**src/rtl/weighted_rr_pkg.sv**
```systemverilog
// Shared types and helpers for the weighted round-robin scheduler.
package weighted_rr_pkg;

  // Requester count the scheduler is built and verified for.
  localparam int unsigned DefaultNumReq = 4;

  // Scheduler FSM states.
  typedef enum logic [1:0] {
    StIdle    = 2'd0,
    StGrant   = 2'd1,
    StHandoff = 2'd2
  } sched_state_e;

  // Index increment with wrap from n-1 back to 0.
  function automatic int unsigned wrap_inc(input int unsigned idx, input int unsigned n);
    return (idx + 1 >= n) ? 0 : idx + 1;
  endfunction

endpackage

```
**src/rtl/rr_priority_picker.sv**
```systemverilog
// Combinational round-robin picker: first asserted request at or above the
// pointer, otherwise the lowest asserted request (wrap-around search).
module rr_priority_picker #(
  parameter int unsigned NUM_REQ = 4,
  localparam int unsigned IdxW   = (NUM_REQ > 1) ? $clog2(NUM_REQ) : 1
) (
  input  logic [NUM_REQ-1:0] req,
  input  logic [IdxW-1:0]    pointer,
  output logic               found,
  output logic [IdxW-1:0]    winner
);

  logic [NUM_REQ-1:0] ge_mask;
  logic [NUM_REQ-1:0] masked;

  // Requests at or above the pointer take priority over the wrapped ones.
  assign ge_mask = {NUM_REQ{1'b1}} << pointer;
  assign masked  = req & ge_mask;
  assign found   = |req;

  // Lowest set bit of the masked vector, falling back to the raw vector.
  always_comb begin
    winner = '0;
    for (int i = NUM_REQ - 1; i >= 0; i--) begin
      if (req[i]) winner = IdxW'(i);
    end
    if (|masked) begin
      for (int i = NUM_REQ - 1; i >= 0; i--) begin
        if (masked[i]) winner = IdxW'(i);
      end
    end
  end

endmodule

```
**src/rtl/weighted_rr_scheduler.sv**
```systemverilog
// Time-sliced, work-conserving weighted round-robin scheduler. An owner keeps
// the grant for weight+1 slices unless it drops its request or releases early;
// owners are separated by a one-cycle dead handoff.
module weighted_rr_scheduler
  import weighted_rr_pkg::*;
#(
  parameter int unsigned NUM_REQ      = DefaultNumReq,
  parameter int unsigned SLICE_CYCLES = 150000000,
  parameter int unsigned WEIGHT_W     = 2
) (
  input  logic                         clk,
  input  logic                         reset,
  input  logic [NUM_REQ-1:0]           request_queue,
  input  logic [NUM_REQ-1:0]           release_in,
  input  logic [NUM_REQ*WEIGHT_W-1:0]  weight_cfg,
  output logic [NUM_REQ-1:0]           grant_out,
  output logic                         grant_valid,
  output logic                         slice_tick
);

  localparam int unsigned IdxW = (NUM_REQ > 1) ? $clog2(NUM_REQ) : 1;
  localparam int unsigned CntW = $clog2(SLICE_CYCLES);
  localparam logic [CntW-1:0] SliceLast = CntW'(SLICE_CYCLES - 1);

  sched_state_e             state_q, state_d;
  logic [NUM_REQ-1:0]       grant_q, grant_d;
  logic [IdxW-1:0]          owner_q, owner_d;
  logic [IdxW-1:0]          ptr_q, ptr_d;
  logic [CntW-1:0]          cnt_q, cnt_d;
  logic [WEIGHT_W-1:0]      quanta_q, quanta_d;

  logic                     pick_found;
  logic [IdxW-1:0]          pick_idx;
  logic [WEIGHT_W-1:0]      weights [NUM_REQ];
  logic                     slice_end;
  logic                     owner_exit;

  rr_priority_picker #(
    .NUM_REQ (NUM_REQ)
  ) u_picker (
    .req     (request_queue),
    .pointer (ptr_q),
    .found   (pick_found),
    .winner  (pick_idx)
  );

  // Unpack the flat weight bus into one field per requester.
  always_comb begin
    for (int i = 0; i < NUM_REQ; i++) begin
      weights[i] = weight_cfg[i*WEIGHT_W +: WEIGHT_W];
    end
  end

  assign slice_end  = (state_q == StGrant) && (cnt_q == SliceLast);
  // Any of: last slice done, owner withdrew its request, owner released early.
  assign owner_exit = (slice_end && (quanta_q == '0)) ||
                      !request_queue[owner_q] ||
                      release_in[owner_q];

  assign grant_out   = grant_q;
  assign grant_valid = |grant_q;
  assign slice_tick  = slice_end;

  // Next-state logic for the FSM, grant register, pointer and counters.
  always_comb begin
    state_d  = state_q;
    grant_d  = grant_q;
    owner_d  = owner_q;
    ptr_d    = ptr_q;
    cnt_d    = cnt_q;
    quanta_d = quanta_q;
    unique case (state_q)
      StIdle: begin
        if (pick_found) begin
          state_d  = StGrant;
          grant_d  = NUM_REQ'(1) << pick_idx;
          owner_d  = pick_idx;
          cnt_d    = '0;
          // Weight is captured here so later config changes leave this grant alone.
          quanta_d = weights[pick_idx];
        end
      end
      StGrant: begin
        cnt_d = slice_end ? '0 : cnt_q + 1'b1;
        if (slice_end && (quanta_q != '0)) quanta_d = quanta_q - 1'b1;
        if (owner_exit) begin
          state_d = StHandoff;
          grant_d = '0;
          cnt_d   = '0;
          ptr_d   = IdxW'(wrap_inc(32'(owner_q), NUM_REQ));
        end
      end
      StHandoff: begin
        state_d = StIdle;
        grant_d = '0;
      end
      default: begin
        state_d = StIdle;
        grant_d = '0;
      end
    endcase
  end

  // State registers with asynchronous active-high reset.
  always_ff @(posedge clk or posedge reset) begin
    if (reset) begin
      state_q  <= StIdle;
      grant_q  <= '0;
      owner_q  <= '0;
      ptr_q    <= '0;
      cnt_q    <= '0;
      quanta_q <= '0;
    end else begin
      state_q  <= state_d;
      grant_q  <= grant_d;
      owner_q  <= owner_d;
      ptr_q    <= ptr_d;
      cnt_q    <= cnt_d;
      quanta_q <= quanta_d;
    end
  end

endmodule

```
**config.mk**
```make
export PLATFORM = sky130hd
export DESIGN_NAME = weighted_rr_scheduler
export DESIGN_NICKNAME = d
export VERILOG_FILES = /design/src/rtl/weighted_rr_pkg.sv /design/src/rtl/rr_priority_picker.sv /design/src/rtl/weighted_rr_scheduler.sv
export SDC_FILE = /design/constraint.sdc
export NUM_CORES = 1
export LEC_CHECK = 0
export CORE_ASPECT_RATIO = 1.5
export CORE_MARGIN = 3
export CORE_UTILIZATION = 35
export CTS_CLUSTER_SIZE = 12
export DETAILED_ROUTE_END_ITERATION = 8
export GPL_TIMING_DRIVEN = 0
export SETUP_SLACK_MARGIN = 0.05
export SYNTH_ARGS = -nofsm -noshare
export SYNTH_HDL_FRONTEND = slang
export SYNTH_SLANG_ARGS = --single-unit
export TNS_END_PERCENT = 1
```
**constraint.sdc**
```tcl
create_clock -name clk -period 3.3 [get_ports clk]
set_input_delay 0.495 -clock clk [delete_from_list [all_inputs] [get_ports clk]]
set_output_delay 0.495 -clock clk [all_outputs]
set_load 0.05 [all_outputs]
```
==> impl_summary.log <==
INFO  metric syn_nets = about 250
INFO  metric final-hold-violation-count = 0
INFO  metric result_of_the_run = complete, no violations
INFO  metric worst_pin_slew = between 800 and 900 ps
INFO  metric post_synth_main_area_contributors = sky130_fd_sc_hd__dfrtp_1, sky130_fd_sc_hd__xnor2_1, sky130_fd_sc_hd__nor2_1
INFO  metric p_leak = about 1.2 nW
INFO  metric synth.cells.most_frequent = sky130_fd_sc_hd__dfrtp_1, sky130_fd_sc_hd__nor2_1, sky130_fd_sc_hd__nand3_1, sky130_fd_sc_hd__nand2_1, sky130_fd_sc_hd__xnor2_1
INFO  metric starting_density_of_the_core = a little under two fifths
INFO  metric holdBufCountCts = 0
INFO  metric area.sequential = 1001 µm²
INFO  metric dr.pass1.iters = 4
INFO  metric place_congestion = between 0.7 and 0.8
INFO  metric critPathLaunch = cnt_q[18]
INFO  metric minimum_period_implied_by_the_final_worst_setup_slack = 2955 ps
INFO  metric dr.first_iter.drc_count = 45
INFO  metric global_route.usage.total = a little over an eighth
INFO  metric yosysWarnings = 0
INFO  metric slew_violations = 0
INFO  metric relSlewSlack = a little over two fifths
INFO  metric route.detailed.drc = 0
INFO  metric max-cap-violations = 0
INFO  metric detailroute.via_count = between 1500 and 2000
INFO  metric die_outline_area = between 7000 and 8000 µm²
INFO  metric multi_input_area = 1217 µm²
INFO  metric synth.lib_cells_used.distinct = 48
INFO  metric number_of_global_route_vias_before_repair = ~1800
INFO  metric synth_seq_cells = 40
INFO  metric dp_hpwl = ~3500 µm
INFO  metric nFillCells = around 600
INFO  metric clock_pin_slew_reported_for_the_worst_setup_and_hold_paths_after_clock_tree_synthesis = ~80 ps
INFO  metric max_clock_freq = ~340 MHz
INFO  metric clk_root_buffer_cell = sky130_fd_sc_hd__clkbuf_8
INFO  metric power_density = between 600 and 700 nW/µm²
INFO  metric peakVddDrop = 0.5907 mV
INFO  metric synthesis.instances = around 230
INFO  metric critPathKind = register to output port
INFO  metric dr_wl_met3 = roughly 160 µm
INFO  metric crit_path_start_kind = register
INFO  metric hold_class = register to register
INFO  metric number_of_synthesized_flops_with_an_enable_pin = 0
INFO  metric routed.top_layer = met4
INFO  metric most_common_cell_in_the_netlist = sky130_fd_sc_hd__dfrtp_1
INFO  metric syn-cell-area = 2286 µm²
INFO  metric ys_seq_area_share = between 40 and 50%
INFO  metric syn_avg_cell_area = 10.07 µm²
INFO  metric cts.sink_count = 40
INFO  metric finalSetupViolations = 0
INFO  metric yosys.area.top_type = sky130_fd_sc_hd__dfrtp_1
INFO  metric wl_met2 = 2414 µm
INFO  metric fp.coreArea = 6218 µm²
INFO  metric wl_per_cell = 13.76 µm
INFO  metric vias_per_cell = 5.244
INFO  metric die_height = roughly 100 µm
INFO  metric global_route.overflow_total = 0
INFO  metric antenna_diodes = 0
INFO  metric grt_pass1_wl = around 8000 µm
INFO  metric totalNegativeSetupSlack = 0 ps
INFO  metric cp-end-kind = output port
INFO  metric postCtsSetupRepairBufs = 0
INFO  metric critPathMaxFanout = 8
INFO  metric worstSkewPairLatency = a little under 300 ps
INFO  metric h-tree-depth = 2
INFO  metric syn_to_final_growth = 18.12%
INFO  metric place_ws = approximately 340 ps
INFO  metric timing.final.ws_setup = about 340 ps
INFO  metric io_pins = 24
INFO  metric clock_tree_from_tritoncts = done
INFO  metric critical_path_required = 2800 ps
INFO  metric fp-row-count = 35
INFO  metric synth_top_area_share = 43.79%
INFO  metric antenna_violating_nets_remaining = 0
INFO  metric min-delay-start = grant_out[2]
INFO  metric detail_route.wirelength = approximately 4600 µm
INFO  metric final_nets = 278
INFO  metric synth-main-ff-cell = sky130_fd_sc_hd__dfrtp_1
INFO  metric number_of_buffers_created_by_cts = 5
INFO  metric wl_met1 = slightly below 2000 µm
INFO  metric final_layout_size_suffix_gt1_share = 14.73%
INFO  metric dieWidth = a little over 70 µm
INFO  metric io_buffers = 23
INFO  metric grt_setup_unrepaired = false
INFO  metric cts-root-to-sink-buffers = 2
INFO  metric skew = 2.704 ps
INFO  metric grt_antenna_before_repair = 0
INFO  metric async_set_or_reset_register_ratio_after_synthesis = 100.0%
INFO  metric grt_max_degree = between 40 and 50
INFO  metric final_period_utilization = between 80% and 90%
INFO  metric rr_startpoint = cnt_q[18]
INFO  metric worst-endpoint-arrival = approximately 2500 ps
-- layout by cell type, fill, tap and decap left out, drive strengths merged, types with 7 or more instances in the layout --
| master | synthesis | routed |
|---|---|---|
| nand2 | 16 | 16 |
| dfrtp | 40 | 40 |
| a22o | 7 | 7 |
| nand3 | 16 | 16 |
| xnor2 | 13 | 13 |
| a21oi | 9 | 9 |
| nor3 | 7 | 7 |
| nor2 | 32 | 32 |
| inv | 10 | 10 |
| clkdlybuf4s50 | 0 | 22 |
-- metrics by stage --
stage	total power, mW	util (%)	hold slack [ps]	instances	instance area, µm²
after floorplan	1.168	-	466.7	227	2286
after global placement	1.363	41.95	485.3	324	2609
after detailed placement	1.364	41.95	497.4	324	2609
after CTS	1.708	43.42	523.4	332	2700
after global routing	1.793	43.42	539.8	332	2700
final	1.680	43.42	514.9	332	2700
-- critical path, cell delays in order (launching register included) --
cell	delay, ps
sky130_fd_sc_hd__dfrtp_1	430
sky130_fd_sc_hd__nor4_1	360
sky130_fd_sc_hd__nand4_1	230
sky130_fd_sc_hd__nor4_4	560
sky130_fd_sc_hd__dlygate4sd2_1	590
-- worst paths after layout --
check                      cells past startpoint  slack [ps]      endpoint
hold / removal                                 1         510  grant_out[2]
setup / recovery                               4         340    slice_tick
hold reg to reg                                1         510  grant_out[2]
min in group asynchronous                      2         670      cnt_q[6]
setup reg to reg                               6         980      ptr_q[0]
max in group asynchronous                      2        2110      cnt_q[5]
-- metal layers --
| layer | global-route usage (%) | vias up |
|---|---|---|
| li1 | - | 873 |
| met1 | 15.48 | 831 |
| met2 | 23.62 | 30 |
| met3 | 2.599 | 7 |
| met4 | 4.032 | 0 |
| met5 | 0 | - |
-- logic make-up after synthesis --
group | count (synthesis) | synth area share (%)
muxes | 10 | 5.473
DFF | 40 | 43.79
adders and majority gates | 3 | 1.642
buffers and inverters | 13 | 2.956
AOI/OAI and AO/OA | 39 | 12.64
xor gates and xnor gates | 19 | 7.280
and+or+nand+nor | 103 | 26.22
-- sequential cells by signal (all words and copies together) (netlist names) --
register / count
cnt_q: 28
grant_out: 4
owner_q: 2
ptr_q: 2
quanta_q: 2
state_q: 2
-- repair_timing --
action,CTS,global route
resized for setup,1,0
hold endpoints to repair,0,0
endpoints found under the setup margin,1,0
-- where the power goes --
group | internal [mW] | switching, mW
Sequential | 0.565 | 0.0645
Clock | 0.167 | 0.169
Combinational | 0.295 | 0.420
-- area by class of cell --
cell class | count | share of cell area (%)
buffer | 3 | 1.112
tap | 74 | 3.429
inverter | 10 | 1.390
multi-input combinational | 174 | 45.09
clock buffer | 6 | 3.058
timing repair buffer | 23 | 8.480
clock inverter | 2 | 0.3707
sequential | 40 | 37.07
Power figures use the tool's default switching activity.
==> RTL change 1 (same settings) <==
`WEIGHT_W`: 2 -> 4.
--- a/src/rtl/weighted_rr_scheduler.sv
+++ b/src/rtl/weighted_rr_scheduler.sv
@@ -7,5 +7,5 @@
   parameter int unsigned NUM_REQ      = DefaultNumReq,
   parameter int unsigned SLICE_CYCLES = 150000000,
-  parameter int unsigned WEIGHT_W     = 2
+  parameter int unsigned WEIGHT_W     = 4
 ) (
   input  logic                         clk,
Ports: changed (resized weight_cfg); port bits go from 24 to 32. The function was not compared with the original's and may differ.
==> RTL change 1 against the unedited design <==
  * Final cell count is 9.0% higher
  * Power is 15% higher
  * Die area is 3.1% higher
  * Area after synthesis grew 3.3%
  * Sequential cell count up 2
  * Setup slack improved by 0.037 ns
  * Core utilization grew 1.1 points
  * Wire length grew 7.9%
  * Design area rose by 7.7%
  * Clock power grew 49%
  * Combinational power is 5.0% higher
  * Critical endpoint unchanged
  * Highest routed layer unchanged
==> RTL change 1: results (changes against the unedited design) <==
final_net_count: 315  # +13%
cts_setup_buffers: 0  # unchanged
grt_pass1_vias: 1951  # +11%
status: "finished, final reports clean"
largest_register_ffs: 28  # unchanged
worst_pin_slew_ns: 0.867  # +0.0289 ns
grt_use_total: 0.144  # +0.0118
ys_seq_area_frac: 0.445  # +0.00704
cp_data_arrival_time_ns: 2.42  # -0.04 ns
drc: 0  # unchanged
yosys.cell_types.count: 42  # -13%
port_buffers: 31  # +35%
routed_wl_um: 4930  # +7.9%
clock_skew_ns: 0.00837  # +0.00566 ns
grt_pass1_wl_um: 8910  # +10%
power.leakage_nw: 1.26  # +7.0%
ir_drop_v: 0.000580  # -1.8%
drt_iter0_drc: 59  # +31%
synth_common_cells: "dfrtp_1 (42), nor2_1 (32), nand2_1 (23)"
grt_max_degree: 43  # +4.9%
fill_cells: 627  # +3.1%
synth_area_leaders: "dfrtp_1 (44%), xor2_1 (5.9%), nor2_1 (5.1%)"
gp_congestion: 0.754  # +0.87%
avgViaCountPerCell: 5.22  # -0.39%
clockRootBuffer: "clkbuf_8"
drive_above_1_share: 0.0839  # -0.0634
path_max_fanout: 4  # -4
synth_nets: 277  # +12%
## RTL change 1: cell count changes in the layout (fill, tap and decap cells not counted), moves of 4 or more
cell,delta
o21ai_0,+8
clkdlybuf4s50_1,+8
a31oi_1,-4
nand2_1,+9
xor2_1,+10
nand3_1,-5
xnor2_1,-7
nand4_1,+4
mux2i_1,+6
buf_2,+4
a22o_1,-4
## RTL change 1: through the flow
stage               hold slack [ns]  power, mW  instances  setup WS (ns)  instance area, µm²
detailed placement            0.500       1.46        354          0.381                2770
global placement              0.491       1.45        354          0.359                2770
CTS                           0.520       1.96        362          0.357                2910
floorplan                     0.483       1.23        247          0.300                2360
finish                        0.516       1.93        362          0.381                2910
global route                  0.559       2.07        362          0.156                2910
## RTL change 1: metal layers
metal / global-route usage / vias to the layer above / routed length [µm]
met5: 0 / - / 0
met4: 0.0396 / 0 / 29
met3: 0.0263 / 2 / 168
met2: 0.264 / 33 / 2700
met1: 0.165 / 900 / 2040
li1: - / 956 / -
## RTL change 1: final timing paths
kind	slack [ns]	from	end	cells past startpoint
min	0.52	grant_out[2]	grant_out[2]	2
min in group asynchronous	0.71	reset	cnt_q[13]	2
max reg2reg	0.83	cnt_q[13]	cnt_q[14]	7
max in group asynchronous	2.05	reset	cnt_q[0]	2
min reg2reg	0.52	grant_out[2]	grant_out[2]	2
max	0.38	cnt_q[13]	slice_tick	4
## RTL change 1: kinds of logic (layout without fill, tap and decap cells)
group / Yosys count / after routing / synth area share
and+or+nand+nor: 112 / 112 / 0.255
DFF: 42 / 42 / 0.445
AOI/OAI and AO/OA: 38 / 38 / 0.101
xor gates and xnor gates: 22 / 22 / 0.0816
muxes: 15 / 15 / 0.0720
buffers and inverters: 14 / 53 / 0.0244
adders and majority gates: 4 / 4 / 0.0212
## RTL change 1: area by class of cell
class                   count  share of cell area
multi-input cells         191               0.431
flip-flops and latches     42               0.361
repair buffers             31               0.106
well taps                  76              0.0327
clock buffers               6              0.0284
clock inverters             2              0.0206
inverters                  10              0.0129
plain buffers               4             0.00688
## RTL change 1: critical path, delay by kind of cell (launching register included)
family                 cells  cell delay (ns)
flip-flops                 1             0.42
buffers and inverters      1             0.59
AND/OR/NAND/NOR            3             1.13
## RTL change 1: repair_timing
action                                 CTS  global route
setup endpoints to repair                1             0
gates resized for setup                  1             0
endpoints found under the hold margin    0             0
## RTL change 1: power by group
group | internal [mW] | leakage, nW | switching (mW)
Sequential | 0.601 | 0.566 | 0.0825
Combinational | 0.306 | 0.626 | 0.444
Clock | 0.323 | 0.0714 | 0.177
Total | 1.23 | 1.26 | 0.704
==> RTL change 2 (same flow settings) <==
Without the edit above. Re-encode `sched_state_e` (3 states) as one-hot, 3 bits wide.
--- a/src/rtl/weighted_rr_pkg.sv
+++ b/src/rtl/weighted_rr_pkg.sv
@@ -6,8 +6,8 @@
 
   // Scheduler FSM states.
-  typedef enum logic [1:0] {
-    StIdle    = 2'd0,
-    StGrant   = 2'd1,
-    StHandoff = 2'd2
+  typedef enum logic [2:0] {
+    StIdle    = 3'b001,
+    StGrant   = 3'b010,
+    StHandoff = 3'b100
   } sched_state_e;
 
Formal check against the unedited RTL: same outputs for any inputs over 10 cycles, from zero or initial values and one cycle with reset high; not proved beyond that.
==> RTL change 2 against the unedited design <==
  * Sequential power is 3.8% higher
  * Design area is 5.7% higher
  * Largest cell class unchanged
  * Power is 9.7% higher
  * Largest power group unchanged
  * Register-to-register slack worse by 0.10 ns
  * Wire length is 34% higher
  * Setup slack better by 0.17 ns
  * Area after synthesis is 5.0% higher
  * Sequential cell count is 1 higher
  * Clock skew is 0.011 ns higher
==> RTL change 2: results (changes against the unedited design) <==
hp-class: "primary input to asynchronous set/reset pin"
rr_endpoint: "cnt_q[15]"
antennaDiodeCount: 0  # unchanged
r2r_start: "cnt_q[0]"
wl_per_cell_um: 16.2  # +18%
antenna_found_initial: 0  # unchanged
synth_area_leaders: "dfrtp_1 (42%), nand2_1 (5.5%), mux2i_1 (4.2%)"
power.leakage_nw: 1.27  # +7.2%
numCtsBuffers: 5  # unchanged
grt_use_total: 0.159  # +0.0266
top_register: "cnt_q"
clockRootBuffer: "clkbuf_8"
drt_iter0_drc: 61  # +36%
drive_above_1_share: 0.103  # -0.0440
ys_seq_area_frac: 0.428  # -0.00983
cts.repair.resized: 0  # -1
status: "finished, final reports clean"
grt_pass1_wl_um: 9700  # +20%
gp_congestion: 0.847  # +13%
avgViaCountPerCell: 5.74  # +9.4%
synth_common_cells: "dfrtp_1 (40), nand2_1 (35), a21oi_1 (17)"
vias: 2157  # +24%
final_net_count: 320  # +15%
grt_pass1_vias: 2058  # +17%
wl_met1_um: 2450  # +27%
dpl.cell_count: 368  # +14%
dp_hpwl_um: 4400  # +27%
postSynthCellCount: 268  # +18%
ir_drop_v: 0.000349  # -41%
met2_length_um: 3280  # +36%
cp_data_arrival_time_ns: 2.29  # -0.17 ns
path_max_fanout: 10  # +2
routed-wl-met3_um: 213  # +35%
rrSetupSlack_ns: 0.88  # -0.10 ns
clk_pin_slew_ns: 0.09
rr_worst_depth: 10  # +4
clk_latency_ns: 0.30
relSlewSlack: 0.575  # +0.140
cts_setup_buffers: 0  # unchanged
yosys.cell_types.count: 47  # -2.1%
synth_nets: 289  # +17%
clk_path_buf_depth: 2  # unchanged
preCtsSetupSlack_ns: 0.494  # +0.156 ns
port_buffers: 23  # unchanged
clock_skew_ns: 0.0140  # +0.0113 ns
==> RTL change 2: worst max path at each step <==
stage	slack, ns	startpoint	cells past startpoint	to
4_1_cts	0.14	cnt_q[0]	7	slice_tick
6_report	0.51	cnt_q[13]	5	slice_tick
3_5_place_dp	0.49	cnt_q[0]	7	slice_tick
3_3_place_gp	0.51	cnt_q[0]	7	slice_tick
2_1_floorplan	1.19	cnt_q[0]	9	ptr_q[0]
5_1_grt	0.38	cnt_q[0]	7	slice_tick
==> RTL change 2: kinds of logic after synthesis <==
kind of cell,Yosys count,synth area share
buffers and inverters,27,0.0480
xor gates and xnor gates,1,0.00365
AOI/OAI and AO/OA,64,0.163
and+or+nand+nor,117,0.269
DFF,41,0.428
muxes,15,0.0730
adders and majority gates,3,0.0156
==> RTL change 2: layer usage <==
| layer | vias to the layer above | track usage |
|---|---|---|
| li1 | 1030 | - |
| met1 | 1065 | 0.175 |
| met2 | 50 | 0.286 |
| met3 | 12 | 0.0290 |
| met4 | 0 | 0.0712 |
| met5 | - | 0 |
==> RTL change 2: power breakdown <==
| group | leakage, nW | switching, mW | internal, mW |
|---|---|---|---|
| combinational | 0.655 | 0.484 | 0.294 |
| clock | 0.0552 | 0.187 | 0.225 |
| sequential | 0.555 | 0.0688 | 0.584 |
==> RTL change 2: cell type report <==
cell class | instances | area (µm²)
fill | 650 | 3720
multi-input combinational | 200 | 1260
sequential | 41 | 1030
timing repair buffer | 24 | 253
tap | 76 | 95.1
clock buffer | 6 | 72.6
inverter | 16 | 60.1
buffer | 11 | 55.1
clock inverter | 2 | 35.0
==> RTL change 2: per-stage QoR <==
step	hold WS [ns]	instance area, µm²	util
finish	0.372	2860	0.434
global route	0.384	2860	0.434
CTS	0.367	2850	0.434
detailed placement	0.475	2750	0.417
global placement	0.472	2730	0.414
floorplan	0.443	2400	-
==> RTL change 2: critical path, stage by stage, from the launching register on <==
cell and delay, ns:
dfrtp_1 0.43, nor4b_1 0.54, nand3_1 0.16, nor3_2 0.20
buf_4 0.21, dlymetal6s2s_1 0.44
